### config.mk
export PLATFORM = sky130hd
export DESIGN_NAME = mem_ctrl
export DESIGN_NICKNAME = d
export VERILOG_FILES = /design/src/rtl/mem_pkg.sv /design/src/rtl/mem_ctrl.sv
export SDC_FILE = /design/constraint.sdc
export NUM_CORES = 1
export LEC_CHECK = 0
export ABC_AREA = 1
export BUFFER_PORTS_ARGS = -buffer_cell sky130_fd_sc_hd__buf_2
export CORE_MARGIN = 10
export CORE_UTILIZATION = 50
export CTS_CLUSTER_DIAMETER = 200
export CTS_CLUSTER_SIZE = 16
export DETAILED_ROUTE_END_ITERATION = 7
export PLACE_DENSITY = 0.81
export SLEW_MARGIN = 20
export SYNTH_ARGS = -nofsm -noshare
export SYNTH_HDL_FRONTEND = slang
export SYNTH_SLANG_ARGS = --single-unit
### constraint.sdc
create_clock -name clk -period 4.9 [get_ports clk]
set_input_delay 0.245 -clock clk [delete_from_list [all_inputs] [get_ports clk]]
set_output_delay 0.245 -clock clk [all_outputs]
set_load 0.05 [all_outputs]
### src/rtl/mem_pkg.sv
// Shared definitions for the byte-serial memory controller: FSM states,
// request owners and the mm_len transfer-size codes.
package mem_pkg;

    typedef enum logic [1:0] {
        IDLE = 2'd0,
        RD   = 2'd1,
        WR   = 2'd2,
        DONE = 2'd3
    } state_e;

    typedef enum logic {
        OWN_IF = 1'b0,
        OWN_MM = 1'b1
    } owner_e;

    localparam logic [1:0] LEN_BYTE     = 2'b00;
    localparam logic [1:0] LEN_HALF     = 2'b01;
    localparam logic [1:0] LEN_WORD     = 2'b10;
    localparam logic [1:0] LEN_WORD_ALT = 2'b11;

    // Instruction fetches always move a full word.
    localparam logic [2:0] IF_BYTES = 3'd4;

    function automatic logic [2:0] len_bytes(input logic [1:0] len);
        case (len)
            LEN_BYTE:               return 3'd1;
            LEN_HALF:               return 3'd2;
            LEN_WORD, LEN_WORD_ALT: return 3'd4;
            default:                return 3'd4;
        endcase
    endfunction

endpackage

### src/rtl/mem_ctrl.sv
// Arbitrates instruction-fetch and data requests onto an 8-bit synchronous RAM,
// moving 1/2/4 bytes per transaction, little-endian, one byte per cycle.
module mem_ctrl
    import mem_pkg::*;
#(
    parameter int unsigned RD_LAT = 1
) (
    input  logic        clk,
    input  logic        rst,
    input  logic        if_req,
    input  logic [31:0] if_a,
    input  logic        if_flush,
    output logic        if_done,
    output logic [31:0] if_is,
    input  logic        mm_req,
    input  logic        mm_wr,
    input  logic [31:0] mm_a,
    input  logic [1:0]  mm_len,
    input  logic [31:0] mm_wn,
    output logic        mm_done,
    output logic [31:0] mm_rn,
    input  logic [7:0]  ram_rn,
    output logic [7:0]  ram_wn,
    output logic [31:0] ram_a,
    output logic        ram_wr
);

    localparam int CNT_W = 4;
    typedef logic [CNT_W-1:0] cnt_t;
    localparam cnt_t LAT = cnt_t'(RD_LAT);

    state_e      state_q, state_d;
    owner_e      owner_q, owner_d;
    logic [2:0]  n_q, n_d;
    cnt_t        cnt_q, cnt_d;
    logic [31:0] wdata_q, wdata_d;
    logic [31:0] buf_q, buf_d;

    logic [31:0] ram_a_d, if_is_d, mm_rn_d;
    logic [7:0]  ram_wn_d;
    logic        ram_wr_d, if_done_d, mm_done_d;

    logic        if_go, abort;
    cnt_t        cnt_n, last_addr, rd_last;
    logic [1:0]  cap_idx, wr_idx;
    logic [31:0] rd_word;

    // An IF request is only taken when no data request competes and no flush is pending.
    assign if_go     = if_req && !if_flush && !mm_req;
    assign abort     = (owner_q == OWN_IF) && if_flush;
    assign cnt_n     = {1'b0, n_q};
    assign last_addr = cnt_n - cnt_t'(1);
    assign rd_last   = last_addr + LAT;
    assign cap_idx   = cnt_q[1:0] - LAT[1:0];
    assign wr_idx    = cnt_q[1:0] + 2'd1;

    // Byte arriving this cycle merged into the partially assembled word.
    always_comb begin
        // NOTE: every combinational output gets a default first so no latch is inferred.
        rd_word                      = buf_q;
        rd_word[{cap_idx, 3'b000} +: 8] = ram_rn;
    end

    // NOTE: state and datapath registers use non-blocking assignments only.
    always_ff @(posedge clk or posedge rst) begin
        if (rst) state_q <= IDLE;
        else     state_q <= state_d;
    end

    always_comb begin
        state_d = state_q;
        unique case (state_q)
            IDLE: begin
                if (mm_req)     state_d = mm_wr ? WR : RD;
                else if (if_go) state_d = RD;
            end
            RD: begin
                if (abort)                 state_d = IDLE;
                else if (cnt_q == rd_last) state_d = DONE;
            end
            WR: begin
                if (cnt_q == last_addr) state_d = DONE;
            end
            DONE: state_d = IDLE;
        endcase
    end

    // Next values of the registered outputs and the transaction context.
    always_comb begin
        ram_a_d   = ram_a;
        ram_wn_d  = ram_wn;
        ram_wr_d  = 1'b0;
        if_done_d = 1'b0;
        mm_done_d = 1'b0;
        if_is_d   = if_is;
        mm_rn_d   = mm_rn;
        owner_d   = owner_q;
        n_d       = n_q;
        cnt_d     = cnt_q;
        wdata_d   = wdata_q;
        buf_d     = buf_q;

        case (state_q)
            IDLE: begin
                if (mm_req) begin
                    owner_d = OWN_MM;
                    n_d     = len_bytes(mm_len);
                    wdata_d = mm_wn;
                    ram_a_d = mm_a;
                    cnt_d   = '0;
                    buf_d   = '0;
                    if (mm_wr) begin
                        ram_wr_d = 1'b1;
                        ram_wn_d = mm_wn[7:0];
                    end
                end else if (if_go) begin
                    owner_d = OWN_IF;
                    n_d     = IF_BYTES;
                    ram_a_d = if_a;
                    cnt_d   = '0;
                    buf_d   = '0;
                end
            end
            RD: begin
                if (!abort) begin
                    cnt_d = cnt_q + cnt_t'(1);
                    if (cnt_q < last_addr) ram_a_d = ram_a + 32'd1;
                    if (cnt_q >= LAT)      buf_d   = rd_word;
                    if (cnt_q == rd_last) begin
                        if (owner_q == OWN_IF) begin
                            if_done_d = 1'b1;
                            if_is_d   = rd_word;
                        end else begin
                            mm_done_d = 1'b1;
                            mm_rn_d   = rd_word;
                        end
                    end
                end
            end
            WR: begin
                if (cnt_q == last_addr) begin
                    mm_done_d = 1'b1;
                end else begin
                    ram_wr_d = 1'b1;
                    cnt_d    = cnt_q + cnt_t'(1);
                    ram_a_d  = ram_a + 32'd1;
                    ram_wn_d = wdata_q[{wr_idx, 3'b000} +: 8];
                end
            end
            default: ;
        endcase
    end

    always_ff @(posedge clk or posedge rst) begin
        if (rst) begin
            ram_a   <= '0;
            ram_wn  <= '0;
            ram_wr  <= 1'b0;
            if_done <= 1'b0;
            mm_done <= 1'b0;
            if_is   <= '0;
            mm_rn   <= '0;
            owner_q <= OWN_IF;
            n_q     <= '0;
            cnt_q   <= '0;
            wdata_q <= '0;
            buf_q   <= '0;
        end else begin
            ram_a   <= ram_a_d;
            ram_wn  <= ram_wn_d;
            ram_wr  <= ram_wr_d;
            if_done <= if_done_d;
            mm_done <= mm_done_d;
            if_is   <= if_is_d;
            mm_rn   <= mm_rn_d;
            owner_q <= owner_d;
            n_q     <= n_d;
            cnt_q   <= cnt_d;
            wdata_q <= wdata_d;
            buf_q   <= buf_d;
        end
    end

endmodule

; ---- After elaboration in Yosys (flattened, before gate mapping)
; Cells that the tools add are included.
[totals]
register_bits = 181
[classes]
addsub = 7
magnitude_cmp = 2
eq_ne = 17
shifts = 3
n_mux = 46
bitwise_logic = 2
reduce_logical = 21
[ops]
columns = cell, n
row1 = 32-bit two-way mux, 9
row2 = 32-bit case mux with 3 select lines, 1
row3 = 32-bit case mux with 2 select lines, 1
row4 = 32-bit by 1-bit adder with 32-bit output (second input constant), 1
row5 = 32-bit bitwise mux, 1
row6 = 8-bit by 7-bit variable shift with 32-bit output (first input constant), 1
row7 = 32-bit by 6-bit indexed part select with 8-bit output, 1
row8 = 8-bit by 7-bit indexed part select with 32-bit output, 1
row9 = 8-bit two-way mux, 3
row10 = 4-bit AND reduction, 5
row11 = 4-bit two-way mux, 4
row12 = 8-bit case mux with 2 select lines, 1
row13 = 2-bit != test (second input constant), 7
row14 = 1-bit two-way mux, 13
row15 = 2-bit two-way mux, 6
row16 = 4-bit case mux with 3 select lines, 1
row17 = 3-bit case mux with 3 select lines, 1
row18 = 4-bit by 1-bit adder with 4-bit output (second input constant), 2
row19 = 2-bit equality test (second input constant), 4
row20 = 4-bit equality test, 2
row21 = 2-bit case mux with 4 select lines, 1
row22 = 5-bit negator with 7-bit output, 1
row23 = 3-bit two-way mux, 2
row24 = 3-bit != test (second input constant), 2
row25 = 17 further kinds, 27

; ---- Logic depth before layout (Yosys ltp)
; Gate-level depths: netlist of run 1.
[depth]
ltp_word = 7
ltp_mapped = 18

; ---- Least setup slack after synthesis of run 1
; OpenSTA, ideal clock, no wires.
[synth_path]
path_type = register -> register
start = register cnt_q[0]
end = register ram_a[8]
setup_ps = 123
arrival_ps = 2424
setup_slack_ps = 2353
stages_incl_launch_ff = 17
synth_period_minus_slack_ps = 2547
cell_sequence = dfrtp_1 -> clkbuf_1 -> inv_1 -> buf_2 -> buf_2 -> ha_1 -> inv_1 -> nor3_1 -> nand2_1 -> nand2_1 -> nor2_4 -> nand2_2 -> inv_2 -> buf_4 -> buf_6 -> nand2_1 -> o21ai_1
[synth_between]
elab_chain_len = 3
[synth_lines]
columns = item, line
row1 = from (decl), mem_ctrl.sv:35  ; cnt_t cnt_q, cnt_d;
row2 = from (signal assigned), mem_ctrl.sv:178  ; cnt_q <= cnt_d;
row3 = 4-bit less-than comparator / 4-bit equality test (equally long branches), "mem_ctrl.sv:127, mem_ctrl.sv:141"
row4 = 2-bit != test (no source line), --
row5 = 5-bit AND reduction (no source line) (*), --
row6 = to (signal assigned), mem_ctrl.sv:169  ; ram_a <= ram_a_d;
row7 = to (decl), mem_ctrl.sv:24  ; output logic [31:0] ram_a,
; Mark *: on every way between the ends. The rest lies on a longest branch, timed or not.
; A chain may end at the register's enable or synchronous reset.

; ---- Worst setup path in the final report of run 1
[layout_path]
start = register cnt_q[0]
end = register ram_a[13]
; The elaborated chain is that of the path after synthesis.

==> results.sh, run 1 <==
export IMPL_core_sq_um=18900
export IMPL_drive_gt1_share_pct=18.1
export IMPL_relSlewSlack_pct=30.3
export IMPL_crit_path_max_incr_delay_ns=0.94
export IMPL_final_setup_tns_ns=0
export IMPL_post_route_drc_count=0
export IMPL_synth_net_count=1460
export IMPL_post_drt_wl_per_cell_microns=16.0
export IMPL_power_density_nw_per_um2=721
export IMPL_clockRootBuffer="clkbuf_16"
export IMPL_pin_count=219
export IMPL_grt_setup_unrepaired="false"
export IMPL_cpMaxStageDelayCell="dfrtp_1"
export IMPL_synth_flop_cell="dfrtp_1"
export IMPL_start_util_pct=51.4
export IMPL_ys_warn_count=0
export IMPL_syn2layout_area_growth_pct=18.4
export IMPL_h_tree_depth=4
export IMPL_wirelength_microns=28600
export IMPL_ys_ff_latch=181
export IMPL_crit_family="buffers and inverters"
export IMPL_yosysMostFrequentCell="nand2_1"
export IMPL_worstPathRequired_ns=5.21
export IMPL_portBuffers=218
export IMPL_drtAntennaViolNets=0
export IMPL_status="finished, violations left"
export IMPL_power_leakage_nw=6.12
export IMPL_gp_congestion=0.943
export IMPL_holdBufCountCts=2
export IMPL_dr_pass1_iters=6
export IMPL_cp_max_fo=39
export IMPL_die_area_sq_um=25400
export IMPL_hold_viol_final=14
export IMPL_netlist_top_cells_area="dfrtp_1 (47%), nand2_1 (17%), nor2_1 (6.7%)"
export IMPL_die_h_microns=159
export IMPL_cts_buffers=17
export IMPL_seq_area_frac_synth_pct=46.7
export IMPL_ys_types=32
export IMPL_synthCells=1331
export IMPL_fmax_mhz=290
export IMPL_synth_area_sq_um=9710
export IMPL_worstMarginPinSlew_ns=1.04
export IMPL_vias=9568
export IMPL_drt_iter0_markers=918
export IMPL_synth_top_area_share_pct=46.7
export IMPL_hold_worst_slack_ns=-0.00572
export IMPL_grt_first_pass_wirelength_microns=46400
export IMPL_arrival_ns=3.76
export IMPL_avgViaCountPerCell=5.34
export IMPL_grt_pass1_vias=8929
export IMPL_crit_type="reg2reg"
export IMPL_cp_depth=13
export IMPL_finish_utilization_pct=60.8
export IMPL_grt_max_degree=106
export IMPL_rows=50
export IMPL_endpoint_kind="flop"
export IMPL_grtUsageTotal_pct=21.8
export IMPL_clk_path_buf_depth=2
export IMPL_r2r_cells=13
export IMPL_violations="negative hold slack"
export IMPL_skew_ns=0.0166
export IMPL_crit_buf_inv=5
export IMPL_slew_violations=0
export IMPL_hpwl_microns=20800
export IMPL_fin_crit_sh_pct=70.3
export IMPL_synthArstFlopShare_pct=100
export IMPL_cp_start_kind="flop"
export IMPL_worstPathCellList="inv_1 -> buf_4 -> ha_1 -> inv_1 -> nor3_1 -> nand2_1 -> nand2_1 -> nor2_4 -> nand2_2 -> buf_4 -> inv_2 -> nor2_1 -> a21oi_1"
export IMPL_grt_overflow=0
export IMPL_finalSetupViolCount=0
export IMPL_cts_tree="done"
export IMPL_final_nets=1648
export IMPL_synth_top_cells_by_count="nand2_1 (452), dfrtp_1 (181), nor2_1 (172), nand3_1 (96), inv_1 (90)"
export IMPL_post_cts_buffers=0
export IMPL_post_cts_resized=0
export IMPL_synth_edff_count=0
export IMPL_clkTransAtPathRegs_ns=0.07
export IMPL_avgSynthCellArea_sq_um=7.29
export IMPL_fin_crit_ns=3.44
export IMPL_holdCritPathClass="in2async"
export IMPL_yosys_area_top_type="dfrtp_1"
export IMPL_antenna_found_initial=1
export IMPL_clk_latency_ns=0.44
export IMPL_vdd_drop_max_mv=0.541
export IMPL_cts_sinks=181
export IMPL_total_power_mw=8.28
export IMPL_max_cap_violations=0
export IMPL_die_x_microns=159
state kept, by name, summed over array words and instances (netlist names):
register,flops
buf_q,32
if_is,32
mm_rn,32
ram_a,32
wdata_q,32
ram_wn,8
cnt_q,4
n_q,3
state_q,2
if_done,1
mm_done,1
owner_q,1
ram_wr,1
cell families after synthesis:
logic type	count (synthesis)	synth area share [%]
buf+inv	164	7.22
fa+ha+maj	17	2.19
simple gates	752	31.2
xor+xnor	5	0.451
flops	181	46.7
compound gates	212	12.3
final timing paths:
kind,endpoint,from,slack [ns]
min in group clk,wdata_q[11],mm_wn[11],0
worst min register to register,mm_rn[21],mm_rn[21],0.47
max in group asynchronous,if_is[4],rst,3.90
worst max register to register,ram_a[13],cnt_q[0],1.46
worst max-delay path,ram_a[13],cnt_q[0],1.46
worst min-delay path,wdata_q[29],rst,-0.006
cells in the final DEF (no fill, tap or decap), types with 3 or more instances in the layout:
master	n
a21oi_1	55
nor3_1	12
xor2_1	5
o21ai_1	32
buf_2	218
clkinv_4	3
inv_6	3
inv_8	3
nor2_1	171
dfrtp_1	181
inv_2	10
o22ai_1	12
ha_1	17
clkinvlp_4	5
nand4_1	9
inv_1	89
a21boi_0	7
clkbuf_16	17
a22oi_1	10
nand3b_1	7
o32ai_1	9
buf_4	10
o21ai_0	74
nand2_1	451
o21a_1	9
nand3_1	96
worst register-to-register path, delay by kind of cell (launching register included):
kind                     cells  cell delay, ns
AND/OR/NAND/NOR              6            0.97
adder cells (fa/ha/maj)      1            0.33
buffers and inverters        5            1.00
AO/OA/AOI/OAI                1            0.07
flip-flops                   1            0.94
report_power, final:
group | leakage, nW | total [mW] | switching [mW] | internal (mW)
clock network | 0.257 | 1.29 | 0.620 | 0.666
registers | 2.29 | 2.49 | 0.460 | 2.03
logic | 3.57 | 4.50 | 3.35 | 1.15
stage by stage:
stage | cells | cell area, sq um | worst slack [ns] | hold WS, ns
2_1_floorplan | 1331 | 9710 | 2.33 | 0.355
4_1_cts | 1792 | 11500 | 1.53 | 0.000945
5_1_grt | 1793 | 11500 | 1.06 | 0.0154
3_5_place_dp | 1758 | 10900 | 1.55 | 0.444
6_report | 1793 | 11500 | 1.46 | -0.00572
3_3_place_gp | 1758 | 10900 | 1.71 | 0.441
final cells by class:
cell class,count,area (sq um)
multi-input combinational,986,4490
clock inverter,13,116
clock buffer,19,433
inverter,102,387
sequential,181,4530
timing repair buffer,231,1210
antenna,1,2.50
fill,1739,7400
tap,260,325
per-layer routing:
layer  global-route usage, %  share of wire (%)  vias to the layer above
met1                    29.7                 44                     4450
met3                    4.88                7.3                       48
met2                    33.8                 47                      399
met5                       0                  0                        -
li1                        -                  -                     4671
met4                    7.33                2.1                        0
Note: power is estimated with default switching activity, not from simulation.
==> run 2, diff against run 1 <==
clock period = 2.9 ns   (was 4.9 ns; I/O delays follow)
==> run 2 against run 1 <==
Compared with the run above: the run now ends clean; hold slack improved by 0.0073 ns; critical path type unchanged; global-route usage grew 1.2 points; cell count up 2.3%; sequential cell count unchanged; sequential power grew 68%.
==> results.sh, run 2 (synthesized netlist as in run 1, its figures left out) <==
export IMPL_final_nets=1687
export IMPL_grt_setup_unrepaired="false"
export IMPL_die_h_microns=159
export IMPL_die_area_sq_um=25400
export IMPL_setup_ws_ns=0.273
export IMPL_cp_start_kind="flop"
export IMPL_syn2layout_area_growth_pct=23.4
export IMPL_cp_common_cell="nand2_1"
export IMPL_cts_tree="done"
export IMPL_status="finished clean"
export IMPL_crit_path_max_incr_delay_ns=0.40
export IMPL_grt_overflow=0
export IMPL_total_power_mw=14.5
export IMPL_start_util_pct=51.4
export IMPL_avgViaCountPerCell=5.34
export IMPL_rows=50
export IMPL_max_cap_violations=0
export IMPL_portBuffers=218
export IMPL_wirelength_microns=29800
export IMPL_drt_iter0_markers=886
export IMPL_post_route_drc_count=0
export IMPL_clkTransAtPathRegs_ns=0.07
export IMPL_crit_type="reg2reg"
export IMPL_fmax_mhz=381
export IMPL_gp_congestion=0.945
export IMPL_grt_max_degree=182
export IMPL_finalSetupViolCount=0
export IMPL_cp_max_fo=25
export IMPL_worstMarginPinSlew_ns=0.981
export IMPL_slew_violations=0
export IMPL_vdd_drop_max_mv=0.681
export IMPL_fin_crit_sh_pct=90.6
export IMPL_clk_path_buf_depth=2
export IMPL_holdCritPathClass="in2async"
export IMPL_place_ws_ns=0.252
export IMPL_crit_family="simple AND/OR/NAND/NOR gates"
export IMPL_dp_cells=1764
export IMPL_drive_gt1_share_pct=18.1
export IMPL_power_leakage_nw=6.34
export IMPL_vias=9791
export IMPL_arrival_ns=2.99
export IMPL_final_common_cell="nand2_1"
export IMPL_dr_pass1_iters=5
export IMPL_power_density_nw_per_um2=1210
export IMPL_skew_ns=0.0165
export IMPL_antenna_found_initial=3
export IMPL_crit_buf_inv=4
export IMPL_h_tree_depth=4
export IMPL_cpMaxStageDelayCell="dfrtp_1"
export IMPL_fin_cells=1834
export IMPL_post_drt_wl_per_cell_microns=16.2
export IMPL_pin_count=219
export IMPL_clk_latency_ns=0.44
export IMPL_cts_sinks=181
export IMPL_grtUsageTotal_pct=23.0
export IMPL_relSlewSlack_pct=34.6
export IMPL_endpoint_kind="flop"
export IMPL_hpwl_microns=20900
export IMPL_final_setup_tns_ns=0
export IMPL_hold_viol_final=0
export IMPL_clockRootBuffer="clkbuf_16"
export IMPL_hold_worst_slack_ns=0.00153
export IMPL_cts_buffers=17
export IMPL_grt_first_pass_wirelength_microns=48800
export IMPL_fin_crit_ns=2.63
export IMPL_worstPathRequired_ns=3.26
export IMPL_die_x_microns=159
export IMPL_drtAntennaViolNets=0
export IMPL_layout_common_cells="nand2_1 (452), buf_2 (218), dfrtp_1 (181)"
export IMPL_worstPathCellList="inv_2 -> ha_1 -> inv_1 -> nand2_1 -> nand2_1 -> inv_1 -> ha_1 -> nand2_1 -> nor3_1 -> nand2_1 -> nand2_1 -> nor2_4 -> nand2_2 -> buf_4 -> nor2_1 -> a21oi_1"
export IMPL_grt_pass1_vias=9575
export IMPL_core_sq_um=18900
run 2: cell types whose count changed in the layout (fill, tap and decap cells not counted), moves of 2 or more:
| cell | previous run | this run |
|---|---|---|
| dlygate4sd3_1 | 2 | 35 |
| clkbuf_1 | 2 | 0 |
| clkinvlp_4 | 5 | 2 |
| buf_4 | 10 | 15 |
| diode_2 | 1 | 3 |
| clkinv_4 | 3 | 1 |
| bufinv_16 | 0 | 3 |
run 2: routing by layer:
metal / track usage [%] / up-vias / wire, microns
li1: - / 4737 / -
met1: 30.2 / 4608 / 12900
met2: 36.1 / 384 / 14100
met3: 4.88 / 62 / 2020
met4: 9.52 / 0 / 757
met5: 0 / - / 0
run 2: metrics by stage:
step           util, %  cell area, sq um
6_report          63.4             12000
5_1_grt           63.4             12000
4_1_cts           63.3             12000
3_5_place_dp      58.1             11000
3_3_place_gp      58.1             11000
2_1_floorplan        -              9710
run 2: worst register-to-register path, delay by kind of cell, from the launching register on:
family / cells / cell delay (ns)
AO/OA/AOI/OAI: 1 / 0.15
flip-flops: 1 / 0.40
adder cells (fa/ha/maj): 2 / 0.49
buffers and inverters: 4 / 0.49
AND/OR/NAND/NOR: 9 / 1.02
run 2: final cells by class:
| cell class | instances | area (sq um) |
|---|---|---|
| Antenna cell | 3 | 7.51 |
| Clock buffer | 18 | 439 |
| Clock inverter | 14 | 203 |
| Fill cell | 1709 | 6920 |
| Inverter | 102 | 389 |
| Multi-Input combinational cell | 986 | 4490 |
| Sequential cell | 181 | 4530 |
| Tap cell | 260 | 325 |
| Timing Repair Buffer | 270 | 1590 |
run 2: final timing paths:
path,cells past startpoint,endpoint,slack [ns],start
worst max-delay path,16,ram_a[26],0.27,n_q[0]
worst min-delay path,3,if_is[18],0.002,rst
worst max register to register,16,ram_a[26],0.27,n_q[0]
worst min register to register,2,if_is[20],0.47,if_is[20]
max in group asynchronous,3,ram_a[10],2.24,rst
min in group clk,3,ram_wr,0.07,mm_wr
run 2: timing repair:
action / 4_1_cts / 5_1_grt
hold buffers: 35 / 0
endpoints found under the hold margin: 35 / 0
resized for setup: 0 / 2
setup endpoints to repair: 0 / 29
buffers inserted: 0 / 0
run 2: power by group:
group	switching (mW)	internal, mW	total, mW
Clock	1.09	1.42	2.51
Sequential	0.743	3.45	4.19
Combinational	5.78	2.04	7.83
